`config.mk`:
```
export PLATFORM = sky130hd
export DESIGN_NAME = dm_arbiter
export DESIGN_NICKNAME = d
export VERILOG_FILES = /design/src/rtl/dm_arbiter.sv
export SDC_FILE = /design/constraint.sdc
export NUM_CORES = 1
export LEC_CHECK = 0
export ABC_AREA = 1
export CAP_MARGIN = 20
export CORE_UTILIZATION = 45
export CTS_BUF_LIST = sky130_fd_sc_hd__clkbuf_16
export DETAILED_ROUTE_END_ITERATION = 8
export DONT_BUFFER_PORTS = 1
export PLACE_DENSITY_LB_ADDON = 0.15
export SLEW_MARGIN = 20
export SYNTH_ARGS = -nofsm -noshare
export SYNTH_HDL_FRONTEND = slang
export SYNTH_SLANG_ARGS = --single-unit
```
`constraint.sdc`:
```
create_clock -name clk -period 2.3 [get_ports clk]
set_clock_uncertainty 0.2 [all_clocks]
set_input_delay 0.46 -clock clk [delete_from_list [all_inputs] [get_ports clk]]
set_output_delay 0.46 -clock clk [all_outputs]
set_load 0.01 [all_outputs]
```
`src/rtl/dm_arbiter.sv`:
```
// dm_arbiter: CPU (port C) / auxiliary master (port A) arbiter for the single-ported data memory.
// Build option DM_ARB_RR_EN selects round-robin contention handling instead of CPU priority with a port-A starvation guard.
module dm_arbiter #(
    parameter int unsigned ADDR_W     = 16,
    parameter int unsigned DATA_W     = 16,
    parameter int unsigned DEPTH_W    = 13,
    parameter int unsigned STARVE_MAX = 4
) (
    input  logic              clk,
    input  logic              rst_n,
    input  logic              c_re,
    input  logic              c_we,
    input  logic [ADDR_W-1:0] c_addr,
    input  logic [DATA_W-1:0] c_wdata,
    output logic              c_gnt,
    output logic              c_rvalid,
    output logic [DATA_W-1:0] c_rdata,
    input  logic              a_re,
    input  logic              a_we,
    input  logic [ADDR_W-1:0] a_addr,
    input  logic [DATA_W-1:0] a_wdata,
    output logic              a_gnt,
    output logic              a_rvalid,
    output logic [DATA_W-1:0] a_rdata,
    output logic              dm_re,
    output logic              dm_we,
    output logic [ADDR_W-1:0] dm_addr,
    output logic [DATA_W-1:0] dm_wdata,
    input  logic [DATA_W-1:0] dm_rdata,
    output logic              err,
    output logic [3:0]        starve_cnt
);

    localparam int unsigned CNT_W = 4;

    typedef enum logic [1:0] {
        OWN_NONE = 2'd0,
        OWN_C    = 2'd1,
        OWN_A    = 2'd2
    } owner_e;

    owner_e              r_owner;
    owner_e              w_owner_nxt;
    logic                r_rd_bad;
    logic                r_err;
    logic                r_c_rvalid;
    logic                r_a_rvalid;
    logic [ADDR_W-1:0]   r_addr;
    logic [DATA_W-1:0]   r_wdata;

    logic                w_c_req;
    logic                w_a_req;
    logic                w_c_gnt;
    logic                w_a_gnt;
    logic                w_gnt_any;
    logic                w_sel_re;
    logic                w_sel_we;
    logic [ADDR_W-1:0]   w_sel_addr;
    logic [DATA_W-1:0]   w_sel_wdata;
    logic                w_sel_bad;

`ifdef DM_ARB_RR_EN
    logic                r_rr_last_a;
    logic                w_rr_last_a_nxt;
`else
    logic [CNT_W-1:0]    r_cnt;
    logic [CNT_W-1:0]    w_cnt_nxt;
`endif

    assign w_c_req = c_re | c_we;
    assign w_a_req = a_re | a_we;

    // Grant decision and contention bookkeeping
    always_comb begin
        w_c_gnt = 1'b0;
        w_a_gnt = 1'b0;
`ifdef DM_ARB_RR_EN
        w_rr_last_a_nxt = r_rr_last_a;
        if (w_c_req && w_a_req) begin
            w_c_gnt         = r_rr_last_a;
            w_a_gnt         = ~r_rr_last_a;
            w_rr_last_a_nxt = ~r_rr_last_a;
        end else begin
            w_c_gnt = w_c_req;
            w_a_gnt = w_a_req;
        end
`else
        w_cnt_nxt = '0;
        if (w_c_req && w_a_req) begin
            if (r_cnt == CNT_W'(STARVE_MAX)) begin
                w_a_gnt = 1'b1;
            end else begin
                w_c_gnt   = 1'b1;
                w_cnt_nxt = r_cnt + CNT_W'(1);
            end
        end else begin
            w_c_gnt = w_c_req;
            w_a_gnt = w_a_req;
        end
`endif
    end

    // Memory-side mux, owner next state and read-data routing
    always_comb begin
        w_gnt_any   = w_c_gnt | w_a_gnt;
        w_sel_re    = c_re;
        w_sel_we    = c_we;
        w_sel_addr  = c_addr;
        w_sel_wdata = c_wdata;
        w_owner_nxt = OWN_NONE;
        if (w_a_gnt) begin
            w_sel_re    = a_re;
            w_sel_we    = a_we;
            w_sel_addr  = a_addr;
            w_sel_wdata = a_wdata;
            w_owner_nxt = OWN_A;
        end else if (w_c_gnt) begin
            w_owner_nxt = OWN_C;
        end
        w_sel_bad = (w_sel_re & w_sel_we) | ((w_sel_addr >> DEPTH_W) != '0);

        dm_re    = rst_n & w_gnt_any & ~w_sel_bad & w_sel_re;
        dm_we    = rst_n & w_gnt_any & ~w_sel_bad & w_sel_we;
        dm_addr  = w_gnt_any ? w_sel_addr  : r_addr;
        dm_wdata = w_gnt_any ? w_sel_wdata : r_wdata;

        c_gnt    = w_c_gnt;
        a_gnt    = w_a_gnt;
        c_rvalid = r_c_rvalid;
        a_rvalid = r_a_rvalid;
        c_rdata  = '0;
        a_rdata  = '0;
        if (r_owner == OWN_C && r_c_rvalid && !r_rd_bad) begin
            c_rdata = dm_rdata;
        end
        if (r_owner == OWN_A && r_a_rvalid && !r_rd_bad) begin
            a_rdata = dm_rdata;
        end
    end

    // Owner state and completion registers
    always_ff @(posedge clk or negedge rst_n) begin
        if (!rst_n) begin
            r_owner    <= OWN_NONE;
            r_rd_bad   <= 1'b0;
            r_err      <= 1'b0;
            r_c_rvalid <= 1'b0;
            r_a_rvalid <= 1'b0;
            r_addr     <= '0;
            r_wdata    <= '0;
        end else begin
            r_owner    <= w_owner_nxt;
            r_rd_bad   <= w_gnt_any & w_sel_bad;
            r_err      <= r_err | (w_gnt_any & w_sel_bad);
            r_c_rvalid <= w_c_gnt & c_re;
            r_a_rvalid <= w_a_gnt & a_re;
            if (w_gnt_any) begin
                r_addr  <= w_sel_addr;
                r_wdata <= w_sel_wdata;
            end
        end
    end

`ifdef DM_ARB_RR_EN
    // Round-robin pointer: C wins the first contention after reset
    always_ff @(posedge clk or negedge rst_n) begin
        if (!rst_n) begin
            r_rr_last_a <= 1'b1;
        end else begin
            r_rr_last_a <= w_rr_last_a_nxt;
        end
    end

    assign starve_cnt = '0;
`else
    always_ff @(posedge clk or negedge rst_n) begin
        if (!rst_n) begin
            r_cnt <= '0;
        end else begin
            r_cnt <= w_cnt_nxt;
        end
    end

    assign starve_cnt = r_cnt;
`endif

    assign err = r_err;

endmodule

```
==> results of run 1 <==
flip-flops by register name (all words and copies together) (netlist names):
register,flops
a_rvalid,1
c_rvalid,1
err,1
r_addr,16
r_owner,2
r_rd_bad,1
r_wdata,16
starve_cnt,4
metal layers:
metal	GRT usage, %	vias to the layer above
met5	0	-
li1	-	971
met1	23.7	898
met4	9.80	0
met2	35.3	92
met3	6.94	11
what timing repair did:
item                                   in CTS  in global routing
endpoints found under the hold margin      42                  0
setup buffers                               5                  3
resized for setup                          42                 33
setup endpoints to repair                  33                 53
pin swaps                                  11                 11
hold buffers                                2                  0
area by class of cell:
| cell class | instances | area [sq um] | share of cell area, % |
|---|---|---|---|
| clock buffer | 5 | 125 | 4.32 |
| clock inverter | 3 | 16.3 | 0.562 |
| inverter | 39 | 146 | 5.06 |
| multi-input combinational | 205 | 1240 | 43.0 |
| sequential | 42 | 1050 | 36.3 |
| tap | 67 | 83.8 | 2.90 |
| timing repair buffer | 23 | 229 | 7.91 |
worst register-to-register path, stage by stage (launching register included):
cell,delay (ps)
dfrtp_1,370
inv_1,60
ha_2,190
nand3_4,100
nand3_4,150
nand2_4,80
buf_4,150
buf_12,160
nand3_1,110
nand3_2,120
report_power, final:
group	internal [W]	total (W)	switching, W
clock network	0.000396	0.000672	0.000276
registers	0.000849	0.000889	0.0000401
logic	0.000216	0.000584	0.000368
total	0.00146	0.00214	0.000684
kinds of logic after synthesis:
kind of cell | Yosys count | share of synthesized area [%]
AOI/OAI and AO/OA | 10 | 2.39
and+or+nand+nor | 192 | 38.4
adders and majority gates | 2 | 1.14
xor gates and xnor gates | 1 | 0.398
DFF | 42 | 47.8
buffers and inverters | 53 | 9.95
worst paths after layout:
kind                               startpoint     endpoint  slack [ps]
worst max-delay path            starve_cnt[0]        dm_re        -140
worst min-delay path                     c_re     c_rvalid         100
worst max register to register  starve_cnt[0]   r_wdata[3]         470
worst min register to register      r_addr[1]    r_addr[1]         310
max in group asynchronous               rst_n  r_wdata[12]        1240
min in group asynchronous               rst_n   r_addr[12]         460
stage by stage:
step                area, sq um  setup TNS (ps)  instances
finish                     2900           -3390        384
global route               2900           -6360        384
CTS                        2720           -2040        381
detailed placement         2330               0        366
global placement           2330               0        366
floorplan                  2200               0        300
cell usage in the layout (no fill, tap or decap), types with 4 or more instances in the layout:
cell type / count
buf_12: 4
buf_4: 17
clkbuf_16: 5
dfrtp_1: 42
inv_1: 36
nand2_1: 68
nand2_2: 8
nand3_1: 24
nand3_2: 39
nand3_4: 5
nor2_1: 39
cell usage after synthesis:
cell type  instances  area share (%)
nand3_2            1            0.45
nor3b_1            1            0.34
nand3_4            1            0.80
dfrtp_1           42              48
buf_2              7             1.6
nand3_1           66              15
clkbuf_1           5            0.85
nand2_2            1            0.28
ha_1               2             1.1
nor2_4             1            0.51
buf_6              1            0.51
nand2_1           77              13
inv_1             37             6.3
o21ai_0            4            0.91
nor2_1            43             7.3
o21ai_1            2            0.45
buf_4              1            0.34
nand2_4            1            0.51
o21a_1             1            0.34
xnor2_1            1            0.40
a21oi_1            3            0.68
inv_2              2            0.34
==> reports/qor.yml, run 1 <==
routed-wl-met2_mm: 2.79
power_w: 0.00214
synth_area_per_cell_sq_um: 7.34
rsz0062_at_grt: "true"
grt_max_degree: 43
post-route-period-util_pct: 106
power.density_nw_per_um2: 741
yosys_warnings: 0
gp_congestion: 0.774
die_w_um: 71.9
holdWs_ps: 96.1
area_growth_pct: 31.6
drt-total-wl_mm: 5.72
clock_sinks: 42
violations: "negative setup slack"
tightest_slew_ps: 400
synth_nets: 388
clk_path_buf_depth: 2
cts_tree: "done"
start_util_pct: 46.6
highest_layer: "met4"
worstPathArrival_ps: 1780
drcViolationCount: 0
drv_cap: 0
drive_gt1_share_pct: 30.0
gr-usage-all-layers_pct: 20.8
hold_class: "primary input to flip-flop"
fin_nets: 404
whs_path_depth: 2
clkTransAtPathRegs_ps: 60
io_buffers: 0
slew_headroom_pct: 73.3
critical_path_peak_fanout: 8
diodes: 0
vias: 1972
setup-violations-final: 33
crit_buf_inv: 1
outcome: "finished, violations left"
avgRoutedWirePerCell_um: 14.9
place_hpwl_mm: 3.89
endpoint_kind: "output pin"
power_leakage_nw: 1.51
worstPathRequired_ps: 1640
slowest_delay_ps: 340
fillers: 400
htree_levels: 2
synthesis.area_sq_um: 2200
final_antenna_net_count: 0
die_h_um: 71.9
fin_util_pct: 61.3
clock_latency_ps: 280
die_area_sq_um: 5170
reg2reg_depth: 9
cp_top_family: "simple AND/OR/NAND/NOR gates"
root_buffer: "clkbuf_16"
grt_pass1_wl_mm: 8.07
cp_num_cells: 11
netlist-cell-type-count: 22
ys_seq_area_share_pct: 47.8
crit_path_frequent_cell: "nand2_2"
first_pass_iters: 5
cp_slowest_cell: "dfrtp_1"
wl_met1_mm: 2.32
final-max-slew-violation-count: 0
coreArea_sq_um: 4720
antenna_found_initial: 0
first_global_vias: 1687
hold_viol: 0
io_pins: 161
syn_inst: 300
critPathLaunchType: "flip-flop"
fp-row-count: 25
cts_buffers: 5
ir_worst_vdd_v: 0.000554
drtIter0Drc: 87
ys_ff_latch: 42
dp_slack_ps: 130
fmax_ghz: 0.411
grt_overflow: 0
vias_per_cell: 5.14
timing.final.ws_setup_ps: -136
cp_cell_sequence: "inv_1, ha_2, nand3_4, nand3_4, nand2_4, nand2_2, nand2_2, nand2_2, nor2_2, nand2_2, nor2_2"
criticalPathCategory: "flip-flop to output pin"
wl_met3_um: 449
post-route-min-period_ps: 2440
(Power assumes the default switching activity.)
==> run 2, diff against run 1 <==
--- a/config.mk
+++ b/config.mk
@@ -7,6 +7,7 @@
 export LEC_CHECK = 0
 export ABC_AREA = 1
 export CAP_MARGIN = 20
+export CORE_ASPECT_RATIO = 0.6
 export CORE_UTILIZATION = 45
 export CTS_BUF_LIST = sky130_fd_sc_hd__clkbuf_16
 export DETAILED_ROUTE_END_ITERATION = 8
==> run 2 against run 1 <==
  * The flow still finishes with violations (negative setup slack)
  * Non-clock buffer count is 12 higher
  * Critical path depth stayed put
  * Clock-buffer cell count stayed put
  * Utilization is 15 points higher
  * Via count is 9.7% higher
  * Setup slack better by 9.3 ps
  * Combinational power is 53% higher
  * Sequential power is 0.7% higher
  * Sequential share of layout area is 6.8 points lower
  * Routed wire length is 26% higher
  * Global-route usage is 6.3 points higher
  * Hold slack worse by 6.1 ps
  * Critical path type unchanged
==> reports/qor.yml, run 2 (synthesis results as in run 1) <==
outcome: "finished, violations left"
violations: "negative setup slack"
io_buffers: 0
clkTransAtPathRegs_ps: 60
place_hpwl_mm: 4.06
root_buffer: "clkbuf_16"
criticalPathCategory: "flip-flop to output pin"
hold_start: "a_re"
post-route-period-util_pct: 106
antenna_found_initial: 0
p_sw_w: 0.000829
drtIter0Drc: 98
worstHoldEndpoint: "a_rvalid"
cts_tree: "done"
hold_viol: 0
clk_path_buf_depth: 2
drt-total-wl_mm: 7.22
fin_util_pct: 76.8
clock_latency_ps: 280
final-max-slew-violation-count: 0
fp-row-count: 19
drive_gt1_share_pct: 43.5
worstPathRequired_ps: 1640
vias: 2163
avgRoutedWirePerCell_um: 18.4
rr_startpoint: "starve_cnt[1]"
start_util_pct: 47.5
grt_overflow: 0
coreArea_sq_um: 4640
fin_nets: 416
clock_sinks: 42
cts_buffers: 5
grt_pass1_wl_mm: 10.7
critPathLaunchType: "flip-flop"
die_h_um: 56.2
whs_path_depth: 2
final_antenna_net_count: 0
drv_cap: 0
reg2reg_depth: 17
first_pass_iters: 4
cp-startpoint: "starve_cnt[1]"
htree_levels: 2
tightest_slew_ps: 364
worstPathArrival_ps: 1770
slew_headroom_pct: 75.6
fmax_ghz: 0.412
critical_path_peak_fanout: 6
power.density_nw_per_um2: 692
regToRegEndpoint: "err"
power.share.switching_pct: 33.7
post-route-min-period_ps: 2430
clkPwrFrac_pct: 27.5
layout_commonest_cell: "dfrtp_1"
setup-violations-final: 36
seqPwrFrac_pct: 36.3
timing.final.ws_setup_ps: -127
io_pins: 161
diodes: 0
reg2reg_setup_slack_ps: -100
gp_congestion: 0.802
die_area_sq_um: 5180
combPwrFrac_pct: 36.2
hold_class: "primary input to flip-flop"
area_growth_pct: 61.7
internal_power_w: 0.00163
fillers: 306
vias_per_cell: 5.52
endpoint_kind: "output pin"
first_global_vias: 2120
rsz0062_at_grt: "true"
ir_worst_vdd_v: 0.000511
grt_max_degree: 43
power_w: 0.00246
die_w_um: 92.3
gr-usage-all-layers_pct: 27.1
power_leakage_nw: 1.80
final_cell_mix: "dfrtp_1, nor2_1, nand2_1"
drcViolationCount: 0
[run 2: changes by cell type in the layout (fill, tap and decap cells not counted), sizes merged]
cell / previous run / this run
clkinvlp: 1 / 2
inv: 39 / 38
buf: 22 / 34
[run 2: repair_timing]
item,in CTS,in global routing
resized for setup,146,32
endpoints found under the setup margin,35,48
hold endpoints to repair,42,0
setup buffers,15,1
hold buffers,2,0
gates cloned,4,0
pin swaps,43,7
[run 2: power groups by stage]
stage / combinational, W / sequential [W] / clock (W)
final: 0.000891 / 0.000895 / 0.000677
after global routing: 0.000954 / 0.000904 / 0.000719
after floorplan: 0.000316 / 0.000908 / 0
after detailed placement: 0.000448 / 0.000900 / 0
after CTS: 0.000815 / 0.000888 / 0.000690
after global placement: 0.000444 / 0.000899 / 0
[run 2: how the worst max path moves through the flow]
| stage | to | cells past startpoint | slack [ps] |
|---|---|---|---|
| after floorplan | dm_re | 11 | 190 |
| after global placement | dm_wdata[9] | 9 | 120 |
| after detailed placement | dm_addr[1] | 9 | 30 |
| after CTS | dm_we | 11 | -150 |
| after global routing | dm_re | 10 | -250 |
| final | dm_re | 11 | -130 |
[run 2: area by class of cell]
cell class | count | area (sq um) | area share, %
clock buffer | 5 | 125 | 3.51
clock inverter | 3 | 16.3 | 0.457
timing repair buffer | 35 | 442 | 12.4
sequential | 42 | 1050 | 29.5
inverter | 39 | 153 | 4.29
multi-input combinational | 205 | 1690 | 47.6
tap | 63 | 78.8 | 2.21
[run 2: critical path: stages, from the launching register on]
cell     delay [ps]
dfrtp_1         370
inv_1            60
ha_2            180
nand3_4          90
nand3_4         100
buf_8           140
nand3_2          70
nand2_2          80
nand2_2          80
nor2_2           90
nand2_2          90
nor2_4          110
[run 2: metrics by stage]
| step | hold WS, ps | instance area [sq um] | setup slack [ps] | cells | TNS (ps) |
|---|---|---|---|---|---|
| after CTS | 83.8 | 3400 | -155 | 391 | -3070 |
| after global placement | -34.9 | 2340 | 120 | 363 | 0 |
| after global routing | 90.2 | 3560 | -249 | 392 | -7020 |
| final | 90.0 | 3560 | -127 | 392 | -3440 |
| after floorplan | -35.6 | 2200 | 185 | 300 | 0 |
| after detailed placement | -34.7 | 2340 | 33.9 | 363 | 0 |
[run 2: metal layers]
layer | global-route usage (%) | vias to the layer above | wire length, um
met1 | 34.8 | 1039 | 2900
met2 | 45.0 | 102 | 3620
met3 | 7.92 | 17 | 561
met4 | 7.14 | 0 | 138
met5 | 0 | - | 0
li1 | - | 1005 | -
